===== src/rtl/key_event_queue_if.sv =====
// Keypad event queue interface: raw key inputs plus the event handshake and decoded outputs.
interface key_event_queue_if #(
  parameter int unsigned KEY_W = 4,
  parameter int unsigned DEPTH = 4
);
  localparam int unsigned CNT_W = $clog2(DEPTH + 1);

  logic             key_valid;
  logic [KEY_W-1:0] key_code;
  logic             evt_ready;
  logic             clr_overflow;
  logic             evt_valid;
  logic             dig_strobe;
  logic             ex_strobe;
  logic             op_strobe;
  logic             reset_strobe;
  logic [3:0]       dig_code;
  logic [1:0]       op_code;
  logic             overflow;
  logic [CNT_W-1:0] fifo_count;

  // Keypad/consumer side.
  modport master (
    output key_valid, key_code, evt_ready, clr_overflow,
    input  evt_valid, dig_strobe, ex_strobe, op_strobe, reset_strobe,
    input  dig_code, op_code, overflow, fifo_count
  );

  // Queue side.
  modport slave (
    input  key_valid, key_code, evt_ready, clr_overflow,
    output evt_valid, dig_strobe, ex_strobe, op_strobe, reset_strobe,
    output dig_code, op_code, overflow, fifo_count
  );
endinterface


===== src/rtl/key_event_queue.sv =====
// Keypad front end: synchronises the raw key, detects presses, optionally auto-repeats,
// queues classified events in a FIFO and turns popped events into one-cycle strobes.
// The reset key bypasses the queue, flushing it and strobing immediately.
module key_event_queue #(
  parameter int unsigned KEY_W       = 4,
  parameter int unsigned RADIX       = 10,
  parameter int unsigned RESET_CODE  = 10,
  parameter int unsigned EX_CODE     = 11,
  parameter int unsigned DEPTH       = 4,
  parameter int unsigned SYNC_STAGES = 2,
  parameter bit          REPEAT_EN   = 1'b0,
  parameter int unsigned REPEAT_DLY  = 500,
  parameter int unsigned REPEAT_PER  = 100
) (
  input logic             clk,
  input logic             rst_n,
  key_event_queue_if.slave bus
);
  localparam int unsigned PTR_W   = $clog2(DEPTH);
  localparam int unsigned CNT_W   = $clog2(DEPTH + 1);
  localparam int unsigned REP_MAX = (REPEAT_DLY > REPEAT_PER) ? REPEAT_DLY : REPEAT_PER;
  localparam int unsigned REP_W   = $clog2(REP_MAX + 1);

  function automatic logic is_digit(input logic [KEY_W-1:0] c);
    return 32'(c) < RADIX;
  endfunction

  function automatic logic is_reset(input logic [KEY_W-1:0] c);
    return 32'(c) == RESET_CODE;
  endfunction

  function automatic logic is_ex(input logic [KEY_W-1:0] c);
    return 32'(c) == EX_CODE;
  endfunction

  function automatic logic is_op(input logic [KEY_W-1:0] c);
    return 32'(c) > EX_CODE;
  endfunction

  // Synchroniser chain
  logic [SYNC_STAGES-1:0]            valid_sync_q;
  logic [SYNC_STAGES-1:0][KEY_W-1:0] code_sync_q;
  logic                              s_valid_d_q;
  logic                              s_valid;
  logic [KEY_W-1:0]                  s_code;

  // Repeat timer
  logic [REP_W-1:0] rep_cnt_q;
  logic             rep_first_q;
  logic [REP_W-1:0] rep_target;

  // FIFO
  logic [KEY_W-1:0] mem_q [DEPTH];
  logic [PTR_W-1:0] wr_ptr_q, wr_ptr_d;
  logic [PTR_W-1:0] rd_ptr_q, rd_ptr_d;
  logic [CNT_W-1:0] count_q, count_d;
  logic [KEY_W-1:0] head;

  // Registered outputs
  logic       dig_strobe_q, dig_strobe_d;
  logic       ex_strobe_q, ex_strobe_d;
  logic       op_strobe_q, op_strobe_d;
  logic       reset_strobe_q, reset_strobe_d;
  logic [3:0] dig_code_q, dig_code_d;
  logic [1:0] op_code_q, op_code_d;
  logic       overflow_q, overflow_d;

  logic press, held, repeatable, rep_fire, push_any, push_reset, push_evt;
  logic full, pop, do_push, drop;

  assign s_valid = valid_sync_q[SYNC_STAGES-1];
  assign s_code  = code_sync_q[SYNC_STAGES-1];
  assign head    = mem_q[rd_ptr_q];
  assign full    = (count_q == CNT_W'(DEPTH));

  // Shift key level/code through the synchroniser and keep the previous s_valid for edges
  always_ff @(posedge clk or negedge rst_n) begin
    if (!rst_n) begin
      valid_sync_q <= '0;
      code_sync_q  <= '0;
      s_valid_d_q  <= 1'b0;
    end else begin
      valid_sync_q[0] <= bus.key_valid;
      code_sync_q[0]  <= bus.key_code;
      for (int i = 1; i < int'(SYNC_STAGES); i++) begin
        valid_sync_q[i] <= valid_sync_q[i-1];
        code_sync_q[i]  <= code_sync_q[i-1];
      end
      s_valid_d_q <= s_valid;
    end
  end

  // Press/repeat detection and classification of the pushed code
  always_comb begin
    press      = s_valid & ~s_valid_d_q;
    held       = s_valid & s_valid_d_q;
    repeatable = ~is_reset(s_code) & (is_digit(s_code) | is_op(s_code));
    rep_target = rep_first_q ? REP_W'(REPEAT_DLY) : REP_W'(REPEAT_PER);
    rep_fire   = REPEAT_EN & held & repeatable & (rep_cnt_q == rep_target);
    push_any   = press | rep_fire;
    push_reset = push_any & is_reset(s_code);
    push_evt   = push_any & ~is_reset(s_code) &
                 (is_digit(s_code) | is_ex(s_code) | is_op(s_code));
  end

  // Repeat counter: restarts at each push, saturates, clears when the key is released
  always_ff @(posedge clk or negedge rst_n) begin
    if (!rst_n) begin
      rep_cnt_q   <= '0;
      rep_first_q <= 1'b0;
    end else if (!s_valid) begin
      rep_cnt_q   <= '0;
      rep_first_q <= 1'b0;
    end else if (press) begin
      rep_cnt_q   <= REP_W'(1);
      rep_first_q <= 1'b1;
    end else if (rep_fire) begin
      rep_cnt_q   <= REP_W'(1);
      rep_first_q <= 1'b0;
    end else if (rep_cnt_q != REP_W'(REP_MAX)) begin
      rep_cnt_q <= rep_cnt_q + REP_W'(1);
    end
  end

  // FIFO pointer/count next state and popped-event decode
  always_comb begin
    pop            = (count_q != '0) & bus.evt_ready;
    do_push        = push_evt & (~full | pop);
    drop           = push_evt & full & ~pop;
    wr_ptr_d       = wr_ptr_q;
    rd_ptr_d       = rd_ptr_q;
    count_d        = count_q;
    dig_strobe_d   = 1'b0;
    ex_strobe_d    = 1'b0;
    op_strobe_d    = 1'b0;
    reset_strobe_d = push_reset;
    dig_code_d     = dig_code_q;
    op_code_d      = op_code_q;
    overflow_d     = drop ? 1'b1 : (bus.clr_overflow ? 1'b0 : overflow_q);
    if (push_reset) begin
      // Flush; a pop landing on the same edge is discarded
      wr_ptr_d = '0;
      rd_ptr_d = '0;
      count_d  = '0;
    end else begin
      if (do_push) wr_ptr_d = wr_ptr_q + PTR_W'(1);
      if (pop) begin
        rd_ptr_d     = rd_ptr_q + PTR_W'(1);
        dig_strobe_d = is_digit(head);
        ex_strobe_d  = is_ex(head);
        op_strobe_d  = is_op(head);
        if (is_digit(head)) dig_code_d = head[3:0];
        if (is_op(head))    op_code_d  = ~head[1:0];
      end
      if (do_push && !pop)      count_d = count_q + CNT_W'(1);
      else if (!do_push && pop) count_d = count_q - CNT_W'(1);
    end
  end

  // FIFO storage; entries are only read after being written
  always_ff @(posedge clk) begin
    if (do_push && !push_reset) mem_q[wr_ptr_q] <= s_code;
  end

  // FIFO state and registered outputs
  always_ff @(posedge clk or negedge rst_n) begin
    if (!rst_n) begin
      wr_ptr_q       <= '0;
      rd_ptr_q       <= '0;
      count_q        <= '0;
      dig_strobe_q   <= 1'b0;
      ex_strobe_q    <= 1'b0;
      op_strobe_q    <= 1'b0;
      reset_strobe_q <= 1'b0;
      dig_code_q     <= '0;
      op_code_q      <= '0;
      overflow_q     <= 1'b0;
    end else begin
      wr_ptr_q       <= wr_ptr_d;
      rd_ptr_q       <= rd_ptr_d;
      count_q        <= count_d;
      dig_strobe_q   <= dig_strobe_d;
      ex_strobe_q    <= ex_strobe_d;
      op_strobe_q    <= op_strobe_d;
      reset_strobe_q <= reset_strobe_d;
      dig_code_q     <= dig_code_d;
      op_code_q      <= op_code_d;
      overflow_q     <= overflow_d;
    end
  end

  assign bus.evt_valid    = (count_q != '0);
  assign bus.dig_strobe   = dig_strobe_q;
  assign bus.ex_strobe    = ex_strobe_q;
  assign bus.op_strobe    = op_strobe_q;
  assign bus.reset_strobe = reset_strobe_q;
  assign bus.dig_code     = dig_code_q;
  assign bus.op_code      = op_code_q;
  assign bus.overflow     = overflow_q;
  assign bus.fifo_count   = count_q;
endmodule


===== src/flat_wrapper.sv =====
// flat-port wrapper written by rule: the top's interface ports become plain ports
module key_event_queue_flat 
#(
  parameter int unsigned KEY_W       = 4,
  parameter int unsigned RADIX       = 10,
  parameter int unsigned RESET_CODE  = 10,
  parameter int unsigned EX_CODE     = 11,
  parameter int unsigned DEPTH       = 4,
  parameter int unsigned SYNC_STAGES = 2,
  parameter bit          REPEAT_EN   = 1'b0,
  parameter int unsigned REPEAT_DLY  = 500,
  parameter int unsigned REPEAT_PER  = 100
)
  (clk, rst_n, bus_key_valid, bus_key_code, bus_evt_ready, bus_clr_overflow, bus_evt_valid, bus_dig_strobe, bus_ex_strobe, bus_op_strobe, bus_reset_strobe, bus_dig_code, bus_op_code, bus_overflow, bus_fifo_count);
  key_event_queue_if #(.KEY_W(KEY_W), .DEPTH(DEPTH)) bus_i ();
  input logic clk;
  input logic rst_n;
  input wire logic [$bits(bus_i.key_valid)-1:0] bus_key_valid;
  input wire logic [$bits(bus_i.key_code)-1:0] bus_key_code;
  input wire logic [$bits(bus_i.evt_ready)-1:0] bus_evt_ready;
  input wire logic [$bits(bus_i.clr_overflow)-1:0] bus_clr_overflow;
  output wire logic [$bits(bus_i.evt_valid)-1:0] bus_evt_valid;
  output wire logic [$bits(bus_i.dig_strobe)-1:0] bus_dig_strobe;
  output wire logic [$bits(bus_i.ex_strobe)-1:0] bus_ex_strobe;
  output wire logic [$bits(bus_i.op_strobe)-1:0] bus_op_strobe;
  output wire logic [$bits(bus_i.reset_strobe)-1:0] bus_reset_strobe;
  output wire logic [$bits(bus_i.dig_code)-1:0] bus_dig_code;
  output wire logic [$bits(bus_i.op_code)-1:0] bus_op_code;
  output wire logic [$bits(bus_i.overflow)-1:0] bus_overflow;
  output wire logic [$bits(bus_i.fifo_count)-1:0] bus_fifo_count;
  assign bus_i.key_valid = bus_key_valid;
  assign bus_i.key_code = bus_key_code;
  assign bus_i.evt_ready = bus_evt_ready;
  assign bus_i.clr_overflow = bus_clr_overflow;
  assign bus_evt_valid = bus_i.evt_valid;
  assign bus_dig_strobe = bus_i.dig_strobe;
  assign bus_ex_strobe = bus_i.ex_strobe;
  assign bus_op_strobe = bus_i.op_strobe;
  assign bus_reset_strobe = bus_i.reset_strobe;
  assign bus_dig_code = bus_i.dig_code;
  assign bus_op_code = bus_i.op_code;
  assign bus_overflow = bus_i.overflow;
  assign bus_fifo_count = bus_i.fifo_count;
  key_event_queue #(.KEY_W(KEY_W), .RADIX(RADIX), .RESET_CODE(RESET_CODE), .EX_CODE(EX_CODE), .DEPTH(DEPTH), .SYNC_STAGES(SYNC_STAGES), .REPEAT_EN(REPEAT_EN), .REPEAT_DLY(REPEAT_DLY), .REPEAT_PER(REPEAT_PER)) u_core (.clk(clk), .rst_n(rst_n), .bus(bus_i));
endmodule

===== config.mk =====
export PLATFORM = sky130hd
export DESIGN_NAME = key_event_queue_flat
export DESIGN_NICKNAME = d
export VERILOG_FILES = /design/src/rtl/key_event_queue_if.sv /design/src/rtl/key_event_queue.sv /design/src/flat_wrapper.sv
export SDC_FILE = /design/constraint.sdc
export NUM_CORES = 1
export LEC_CHECK = 0
export BUFFER_PORTS_ARGS = -buffer_cell sky130_fd_sc_hd__buf_2
export CAP_MARGIN = 20
export CELL_PAD_IN_SITES_DETAIL_PLACEMENT = 1
export CELL_PAD_IN_SITES_GLOBAL_PLACEMENT = 2
export CORE_UTILIZATION = 42
export DETAILED_ROUTE_END_ITERATION = 12
export PLACE_DENSITY_LB_ADDON = 0.1
export SETUP_SLACK_MARGIN = 0.15
export SYNTH_ARGS = -nofsm -noshare
export SYNTH_HDL_FRONTEND = slang
export SYNTH_SLANG_ARGS = --single-unit

===== constraint.sdc =====
create_clock -name clk -period 6.1 [get_ports clk]
set_clock_uncertainty 0.2 [all_clocks]
set_input_delay 0.61 -clock clk [delete_from_list [all_inputs] [get_ports clk]]
set_output_delay 0.61 -clock clk [all_outputs]
set_load 0.02 [all_outputs]

==> results of run 1 <==
[per-stage QoR]
step                util, %  instances  setup slack, ps  total power [W]  cell area, sq um
global route          51.52        197             3193         0.001079              2061
detailed placement    48.08        189             3229        0.0007525              1923
finish                51.52        197             3384         0.001008              2061
CTS                   51.52        197             3341         0.001022              2061
floorplan                 -        117             3554        0.0006616              1757
global placement      48.08        189             3334        0.0007343              1923
[power breakdown]
part	internal, W	total, W	switching, W
clock	0.000165	0.000267	0.000102
combinational	0.000134	0.000309	0.000175
sequential	0.000378	0.000433	0.0000544
total	0.000677	0.00101	0.000331
[sequential cells by signal (all words and copies together) (netlist names)]
register,count
u_core.mem_q,16
u_core.bus.dig_code,4
u_core.code_sync_q,4
u_core.s_code,4
u_core.bus.fifo_count,3
u_core.bus.op_code,2
u_core.rd_ptr_q,2
u_core.valid_sync_q,2
u_core.wr_ptr_q,2
u_core.bus.dig_strobe,1
u_core.bus.ex_strobe,1
u_core.bus.op_strobe,1
u_core.bus.overflow,1
u_core.bus.reset_strobe,1
u_core.s_valid_d_q,1
[layout make-up]
class | instances | area (sq um) | share of cell area [%]
clock buffer | 5 | 68.82 | 3.339
multi-input combinational | 62 | 505.5 | 24.53
inverter | 9 | 33.78 | 1.639
clock inverter | 3 | 68.82 | 3.339
tap | 50 | 62.56 | 3.036
timing repair buffer | 23 | 115.1 | 5.586
sequential | 45 | 1206 | 58.53
[kinds of logic after synthesis]
| kind of cell | after synthesis |
|---|---|
| muxes | 5 |
| DFF | 45 |
| xor gates and xnor gates | 5 |
| AOI/OAI and AO/OA | 13 |
| buffers and inverters | 10 |
| and+or+nand+nor | 33 |
| adders and majority gates | 6 |
[per-layer routing]
metal	GRT usage, %	wire length (microns)	vias up
met3	5.137	114	6
met2	26.39	1510	23
met1	19.71	1330	481
met5	0	0	-
li1	-	-	466
met4	6.383	45	0
[placed cells by master (no fill, tap or decap), types with 2 or more instances in the layout]
cell       synthesis  layout
a21o_1             2       2
a21oi_1            2       2
a2bb2oi_1          2       2
and2_1             4       4
buf_2              0      23
bufinv_16          0       2
clkbuf_8           0       5
dfrtp_1           29      29
edfxtp_1          16      16
ha_1               5       5
inv_1              9       9
mux4_2             3       3
nand2_1            5       5
nand2b_1           2       2
nor2_1            12      12
nor3_1             2       2
nor4b_1            2       2
o21ai_0            2       2
o31a_1             2       2
or3_1              2       2
xnor2_1            3       3
xor2_1             2       2
[worst max-delay path by stage]
stage	cells past startpoint	slack (ps)	end	start
3_3_place_gp	8	3330	u_core.bus.fifo_count[2]$_DFFE_PN0P_	bus_evt_ready
2_1_floorplan	7	3550	u_core.bus.fifo_count[2]$_DFFE_PN0P_	bus_evt_ready
3_5_place_dp	8	3230	u_core.bus.fifo_count[2]$_DFFE_PN0P_	bus_evt_ready
5_1_grt	7	3190	u_core.bus.fifo_count[2]$_DFFE_PN0P_	u_core.s_code[3]$_DFF_PN0_
6_report	7	3380	u_core.bus.fifo_count[2]$_DFFE_PN0P_	u_core.s_code[3]$_DFF_PN0_
4_1_cts	7	3340	u_core.bus.fifo_count[2]$_DFFE_PN0P_	u_core.s_code[3]$_DFF_PN0_
[worst max-delay path, stage by stage, from the launching register on]
cell	delay, ps
dfrtp_1	430
nor4bb_1	530
nor3_2	180
ha_1	260
fa_1	400
xnor2_1	150
or3_1	310
a21oi_1	170
==> metrics, run 1 <==
actual transition at the worst max-transition pin=659.5 ps; Die Y=66.67 microns; initial antenna violation count=0; first-pass GRT wire length=4981 microns; WP data arrival=2740 ps; number of synthesized register bits=45; Clock Tree Buf Depth=2; post-synthesis xor/xnor area fraction=2.493%; adder-cell share of the synthesized area=4.701%; drc violations=0; Max Freq=0.3682 GHz; largest net degree at the start of global routing=30; mapped cell area=1757 sq um; path type of the worst min-delay path=input port to async pin; vias in the first global route=990; fraction of the mapped netlist area in compound gates=5.199%; Die W=66.67 microns; relative slew slack=56.03%; drt wl/cell=15.23 microns; post-CTS setup buffers=0; hpwl dp=2173 microns; RSZ-0062 raised after global routing=no; ranking of synthesized cells by area=dfrtp_1, edfxtp_1, mux4_2, ha_1, nor2_1; Diodes inserted=0; Setup TNS=0 ps; simple-gate area share of the yosys netlist=10.19%; clk slew on worst S/H paths=90 ps; worst reg2reg startpoint=u_core.s_code[3]$_DFF_PN0_; largest family of logic cells by synthesized area=simple AND/OR/NAND/NOR gates; crit-path max FO=8; Final Cycle Share=44.52%; VDD IR-drop max=0.1591 mV; Tot GR Track Use=16.14%; DR vias=976; EDFF count, synth=16; top cell type's share of synthesized area=41.31%; Initial DRC Count=21; post-cts hold buffer count=0; Fill cells=411; Hold Violations, Final=0; Core ar.=4000 sq um; worst-skew pair later-pin latency=300 ps; routed wire length=3001 microns; syn_area_per_cell=15.01 sq um; Area Growth Syn to Fin=17.31%; nets@finish=161; CP Launch Type=flop; PortBufs=23; Leak=0.9112 nW; reg2reg setup slack=3380 ps; total of max-cap violations=0; count leader, synth=dfrtp_1; reg2reg path depth=7; H-Tree Level Count=2; status=finished clean; Seq/Total Area, Yosys=68.66%; WS Path Type=flop to flop; Num CTS Buffers=5; Synthesized Nets=132; Syn. warnings=0; min Tclk post-route=2716 ps; hold slack=135.1 ps; GR Overflow Total=0; pins over their slew limit=0; Worst setup EP type=flop; Synth cell types=30; Power Density=489.2 nW/um^2; Top Ports=24; clk root buf=clkbuf_8; Setup violations, final=0; Yosys top cell by area=dfrtp_1; end of the worst register-to-register path=u_core.bus.fifo_count[2]$_DFFE_PN0P_; Synth Instances=117; Crit path required time=6120 ps; starting density of the core=43.92%; top cells by count, synth=dfrtp_1, edfxtp_1, nor2_1; async set-reset flop share out of synthesis=64.44%; CTS tree=built; TritonRoute pass-1 iters=2; layout cells sized above 1=25.85%; TritonCTS Sinks=45; mux contribution to synthesized area=6.197%; vias per std cell=4.954; Final ANT Viol Nets=0; die area=4445 sq um; post-cts resize count=0; RD Place Congestion=0.7001; ys flop type=dfrtp_1; row count=23
Note: power is estimated with default switching activity, not from simulation.
==> run 2, diff against run 1 <==
--- a/config.mk
+++ b/config.mk
@@ -9,7 +9,7 @@
 export CAP_MARGIN = 20
 export CELL_PAD_IN_SITES_DETAIL_PLACEMENT = 1
 export CELL_PAD_IN_SITES_GLOBAL_PLACEMENT = 2
-export CORE_UTILIZATION = 42
+export CORE_UTILIZATION = 39
 export DETAILED_ROUTE_END_ITERATION = 12
 export PLACE_DENSITY_LB_ADDON = 0.1
 export SETUP_SLACK_MARGIN = 0.15
==> constraint.sdc (replaced) <==
create_clock -name clk -period 2.6 [get_ports clk]
set_clock_uncertainty 0.2 [all_clocks]
set_input_delay 0.26 -clock clk [delete_from_list [all_inputs] [get_ports clk]]
set_output_delay 0.26 -clock clk [all_outputs]
set_load 0.02 [all_outputs]
==> run 2 against run 1 <==
Via count increased by 6.5%. Global-route usage decreased by 1.0 points. Critical endpoint unchanged. Maximum frequency increased by 16%. Combinational power up 140%. Sequential share of layout area fell by 2.8 points. Die area is 7.5% higher. Critical path depth increased by 1.
==> metrics, run 2 (same netlist as run 1, synthesis figures left out) <==
Final Cycle Share=90.04%; Initial DRC Count=20; DR vias=1039; initial antenna violation count=0; pins over their slew limit=0; min Tclk post-route=2341 ps; worst setup path endpoint=u_core.bus.fifo_count[2]$_DFFE_PN0P_; Fill cells=443; crit path buf inv count=1; Power Density=1010 nW/um^2; Hold Violations, Final=0; crit-path cells=nor4bb_4, buf_4, nor3_2, ha_2, fa_2, xnor2_1, or3_1, a21oi_1; Seq. cell area=1209 sq um; drt wl/cell=14.92 microns; Final ANT Viol Nets=0; Core ar.=4354 sq um; first-pass GRT wire length=5326 microns; post-place setup slack=89.65 ps; starting density of the core=40.34%; worst-skew pair later-pin latency=290 ps; TritonRoute pass-1 iters=4; vias in the first global route=1121; Crit path required time=2620 ps; end of the worst register-to-register path=u_core.bus.fifo_count[2]$_DFFE_PN0P_; GR Overflow Total=0; Diodes inserted=0; CP Launch Type=flop; status=finished clean; CP top delay family=simple AND/OR/NAND/NOR gates; VDD IR-drop max=0.3745 mV; Critical Path Start=u_core.s_code[0]$_DFF_PN0_; WS Path Type=flop to flop; multi-input logic area=531.8 sq um; path type of the worst min-delay path=input port to flop; worst reg2reg startpoint=u_core.s_code[0]$_DFF_PN0_; drc violations=0; crit-path max cell delay=450 ps; relative slew slack=56.66%; TritonCTS Sinks=45; CTS tree=built; Clock Tree Buf Depth=2; Leak=0.9615 nW; CP max stage cell=dfrtp_2; die area=4777 sq um; hpwl dp=2190 microns; Largest register FFs=16; Setup TNS=0 ps; commonest non-fill, non-tap cells in the layout=dfrtp_1, buf_2, edfxtp_1, nor2_1, inv_1; Top Ports=24; actual transition at the worst max-transition pin=650.2 ps; RSZ-0062 raised after global routing=no; WP data arrival=2370 ps; reg2reg path depth=8; PortBufs=23; layout cells sized above 1=31.06%; Num CTS Buffers=5; Area Growth Syn to Fin=23.43%; largest net degree at the start of global routing=30; WP depth=8; Worst setup EP type=flop; crit-path max FO=5; row count=24; nets@finish=175; H-Tree Level Count=2; Die Y=69.12 microns; Die W=69.12 microns; reg2reg setup slack=260 ps; clk slew on worst S/H paths=80 ps; clk root buf=clkbuf_8; Tot GR Track Use=15.13%; Power Total=0.002190 W; routed wire length=3178 microns; vias per std cell=4.878; commonest non-fill, non-tap cell in the layout=dfrtp_1; RD Place Congestion=0.7568; Max Freq=0.4272 GHz; Top reg by flops=u_core.mem_q; total of max-cap violations=0; post-route setup slack=259.0 ps; Setup violations, final=0
==> run 2: area by class of cell <==
type / instances / area share (%)
flip-flops and latches: 45 / 55.74
clock inverters: 2 / 0.4039
multi-input cells: 62 / 24.52
clock buffers: 6 / 3.808
inverters: 9 / 1.558
repair buffers: 37 / 10.96
well taps: 52 / 3.001
==> run 2: how the worst min path moves through the flow <==
| stage | cells past startpoint | endpoint | start |
|---|---|---|---|
| 6_report | 4 | u_core.bus.overflow$_DFFE_PN0P_ | bus_evt_ready |
| 5_1_grt | 4 | u_core.bus.overflow$_DFFE_PN0P_ | bus_evt_ready |
| 4_1_cts | 4 | u_core.bus.overflow$_DFFE_PN0P_ | bus_evt_ready |
| 3_5_place_dp | 1 | u_core.bus.dig_strobe$_DFF_PN0_ | rst_n |
| 3_3_place_gp | 1 | u_core.bus.dig_code[0]$_DFFE_PN0P_ | rst_n |
| 2_1_floorplan | 0 | u_core.bus.dig_code[0]$_DFFE_PN0P_ | rst_n |
==> run 2: layer usage <==
layer / track usage, % / share of wire (%) / vias up
li1: - / - / 492
met1: 18.27 / 46 / 520
met2: 25.03 / 49 / 23
met3: 4.825 / 3.5 / 4
met4: 6.122 / 1.1 / 0
met5: 0 / 0 / -
==> run 2: what timing repair did <==
action	in CTS	in global routing
gates cloned	0	0
pin swaps	0	2
endpoints found under the setup margin	1	1
buffers inserted	1	4
hold buffers	7	0
hold endpoints to repair	35	0
gates resized for setup	3	3
==> run 2: power breakdown <==
| group | switching [W] | internal (W) |
|---|---|---|
| registers | 0.000128 | 0.000888 |
| clock network | 0.000224 | 0.000211 |
| logic | 0.000408 | 0.000333 |
==> run 2: stage by stage <==
stage,area (sq um),std cells,util (%),hold WS (ps)
after floorplan,1763,117,-,-235.6
after global routing,2168,213,49.80,154.9
after global placement,1947,193,44.71,121.2
final,2168,213,49.80,124.4
after detailed placement,1947,193,44.71,129.6
after CTS,2132,209,48.97,110.1
==> run 2: worst register-to-register path, cell delays in order (launching register included) <==
cell and delay [ps]:
dfrtp_2 450, nor4bb_4 290, buf_4 160, nor3_2 50
ha_2 200, fa_2 330, xnor2_1 130, or3_1 310
a21oi_1 140
==> run 3, diff against run 2 <==
--- a/config.mk
+++ b/config.mk
@@ -5,12 +5,12 @@
 export SDC_FILE = /design/constraint.sdc
 export NUM_CORES = 1
 export LEC_CHECK = 0
-export BUFFER_PORTS_ARGS = -buffer_cell sky130_fd_sc_hd__buf_2
 export CAP_MARGIN = 20
 export CELL_PAD_IN_SITES_DETAIL_PLACEMENT = 1
 export CELL_PAD_IN_SITES_GLOBAL_PLACEMENT = 2
-export CORE_UTILIZATION = 39
+export CORE_UTILIZATION = 43
 export DETAILED_ROUTE_END_ITERATION = 12
+export DONT_BUFFER_PORTS = 1
 export PLACE_DENSITY_LB_ADDON = 0.1
 export SETUP_SLACK_MARGIN = 0.15
 export SYNTH_ARGS = -nofsm -noshare
==> run 3 against run 2 <==
Register-to-register slack about the same. Clock power up 24%. Wire length fell by 4.1%. Via count fell by 6.7%. First-iteration DRC count is 140% higher. Total power is 3.0% higher.
==> metrics, run 3 (same netlist as run 1, synthesis figures left out) <==
Final Cycle Share=90.42%; post-CTS setup buffers=0; Post-DP Area=1842 sq um; RD Place Congestion=0.7391; Initial DRC Count=48; min Tclk post-route=2351 ps; vias in the first global route=1071; Power Density=1080 nW/um^2; Top Ports=24; clk root buf=clkbuf_8; TritonRoute pass-1 iters=4; nets@finish=151; Fill cells=368; actual transition at the worst max-transition pin=593.2 ps; Num CTS Buffers=5; drc violations=0; Non-Filler Instances=185; Clock Tree Buf Depth=2; Core ar.=3799 sq um; relative slew slack=60.31%; WS Path Type=flop to flop; Diodes inserted=0; vias per std cell=5.238; Largest register FFs=16; clk slew on worst S/H paths=80 ps; largest net degree at the start of global routing=30; row count=22; hpwl dp=2165 microns; commonest non-fill, non-tap cells in the layout=dfrtp_1, edfxtp_1, nor2_1, inv_1, dlygate4sd3_1; Final ANT Viol Nets=0; final non-filler cell area=2090 sq um; Die W=65.92 microns; initial antenna violation count=0; crit-path max FO=6; Die Y=65.92 microns; Setup violations, final=0; CTS tree=built; Inst Count DP=168; Leak=0.8763 nW; starting density of the core=46.25%; H-Tree Level Count=2; Crit path required time=2620 ps; Setup TNS=0 ps; path type of the worst min-delay path=input port to flop; routed wire length=3049 microns; Max Freq=0.4254 GHz; Power Total=0.002257 W; Worst setup EP type=flop; GR Overflow Total=0; total of max-cap violations=0; VDD IR-drop max=0.5402 mV; Hold Violations, Final=0; final core utilization=55.01%; status=finished clean; worst-skew pair later-pin latency=290 ps; Tot GR Track Use=16.57%; Area Growth Syn to Fin=18.95%; pins over their slew limit=0; layout cells sized above 1=18.98%; TritonCTS Sinks=45; Top reg by flops=u_core.mem_q; PortBufs=0; CP Launch Type=flop; DR vias=969; drt wl/cell=16.48 microns; RSZ-0062 raised after global routing=no; die area=4345 sq um; commonest non-fill, non-tap cell in the layout=dfrtp_1; first-pass GRT wire length=5099 microns; WP data arrival=2370 ps
-- run 3: cell count changes in the layout (fill, tap and decap cells not counted), sizes merged --
cell,change
buf,-25
bufinv,+1
clkbuf,+1
clkinv,-2
dlygate4sd3,+1
-- run 3: final cells by class --
type | count | area [sq um] | share of cell area (%)
tap | 48 | 60.06 | 2.874
multi-input combinational | 62 | 538.0 | 25.75
timing repair buffer | 13 | 130.1 | 6.228
clock buffer | 7 | 86.33 | 4.132
inverter | 9 | 33.78 | 1.617
sequential | 45 | 1211 | 57.96
clock inverter | 1 | 30.03 | 1.437
-- run 3: critical path, stage by stage (launching register included) --
cell,delay (ps)
dfrtp_2,450
nor4bb_4,330
nor3_2,90
ha_2,200
fa_1,390
xnor2_1,150
or3_1,310
a21oi_1,140
-- run 3: worst paths after layout --
path                                                 start                              endpoint  slack, ps  cells after the start
setup / recovery                u_core.s_code[2]$_DFF_PN0_  u_core.bus.fifo_count[2]$_DFFE_PN0P_        250                      7
hold / removal                               bus_evt_ready        u_core.rd_ptr_q[0]$_DFFE_PN0P_        130                      3
setup reg to reg                u_core.s_code[2]$_DFF_PN0_  u_core.bus.fifo_count[2]$_DFFE_PN0P_        250                      7
hold reg to reg            u_core.code_sync_q[1]$_DFF_PN0_            u_core.s_code[1]$_DFF_PN0_        160                      0
max in group asynchronous                            rst_n            u_core.s_code[0]$_DFF_PN0_       1790                      2
min in group asynchronous                            rst_n    u_core.bus.dig_code[3]$_DFFE_PN0P_        230                      2
-- run 3: report_power, final --
group	internal, W	switching (W)
registers	0.000890	0.000218
logic	0.000301	0.000312
clock network	0.000313	0.000223
-- run 3: per-layer routing --
layer | vias up | wire length [microns] | global-route usage (%) | share of wire (%)
met3 | 6 | 127 | 5.862 | 4.2
met2 | 21 | 1599 | 30.23 | 52
met4 | 0 | 45 | 6.522 | 1.5
met5 | - | 0 | 0 | 0
met1 | 497 | 1277 | 17.01 | 42
li1 | 445 | - | - | -
-- run 3: through the flow --
step                hold WS, ps  worst slack, ps
CTS                       132.0            150.6
global placement         -235.0            191.5
detailed placement       -235.0            97.78
floorplan                -235.6            205.4
global route              153.5            142.8
finish                    131.5            249.0
-- run 3: what timing repair did --
| item | CTS | global route |
|---|---|---|
| hold buffers | 9 | 0 |
| pin swaps | 0 | 2 |
| setup endpoints to repair | 1 | 1 |
| gates resized for setup | 1 | 7 |
| endpoints found under the hold margin | 35 | 0 |
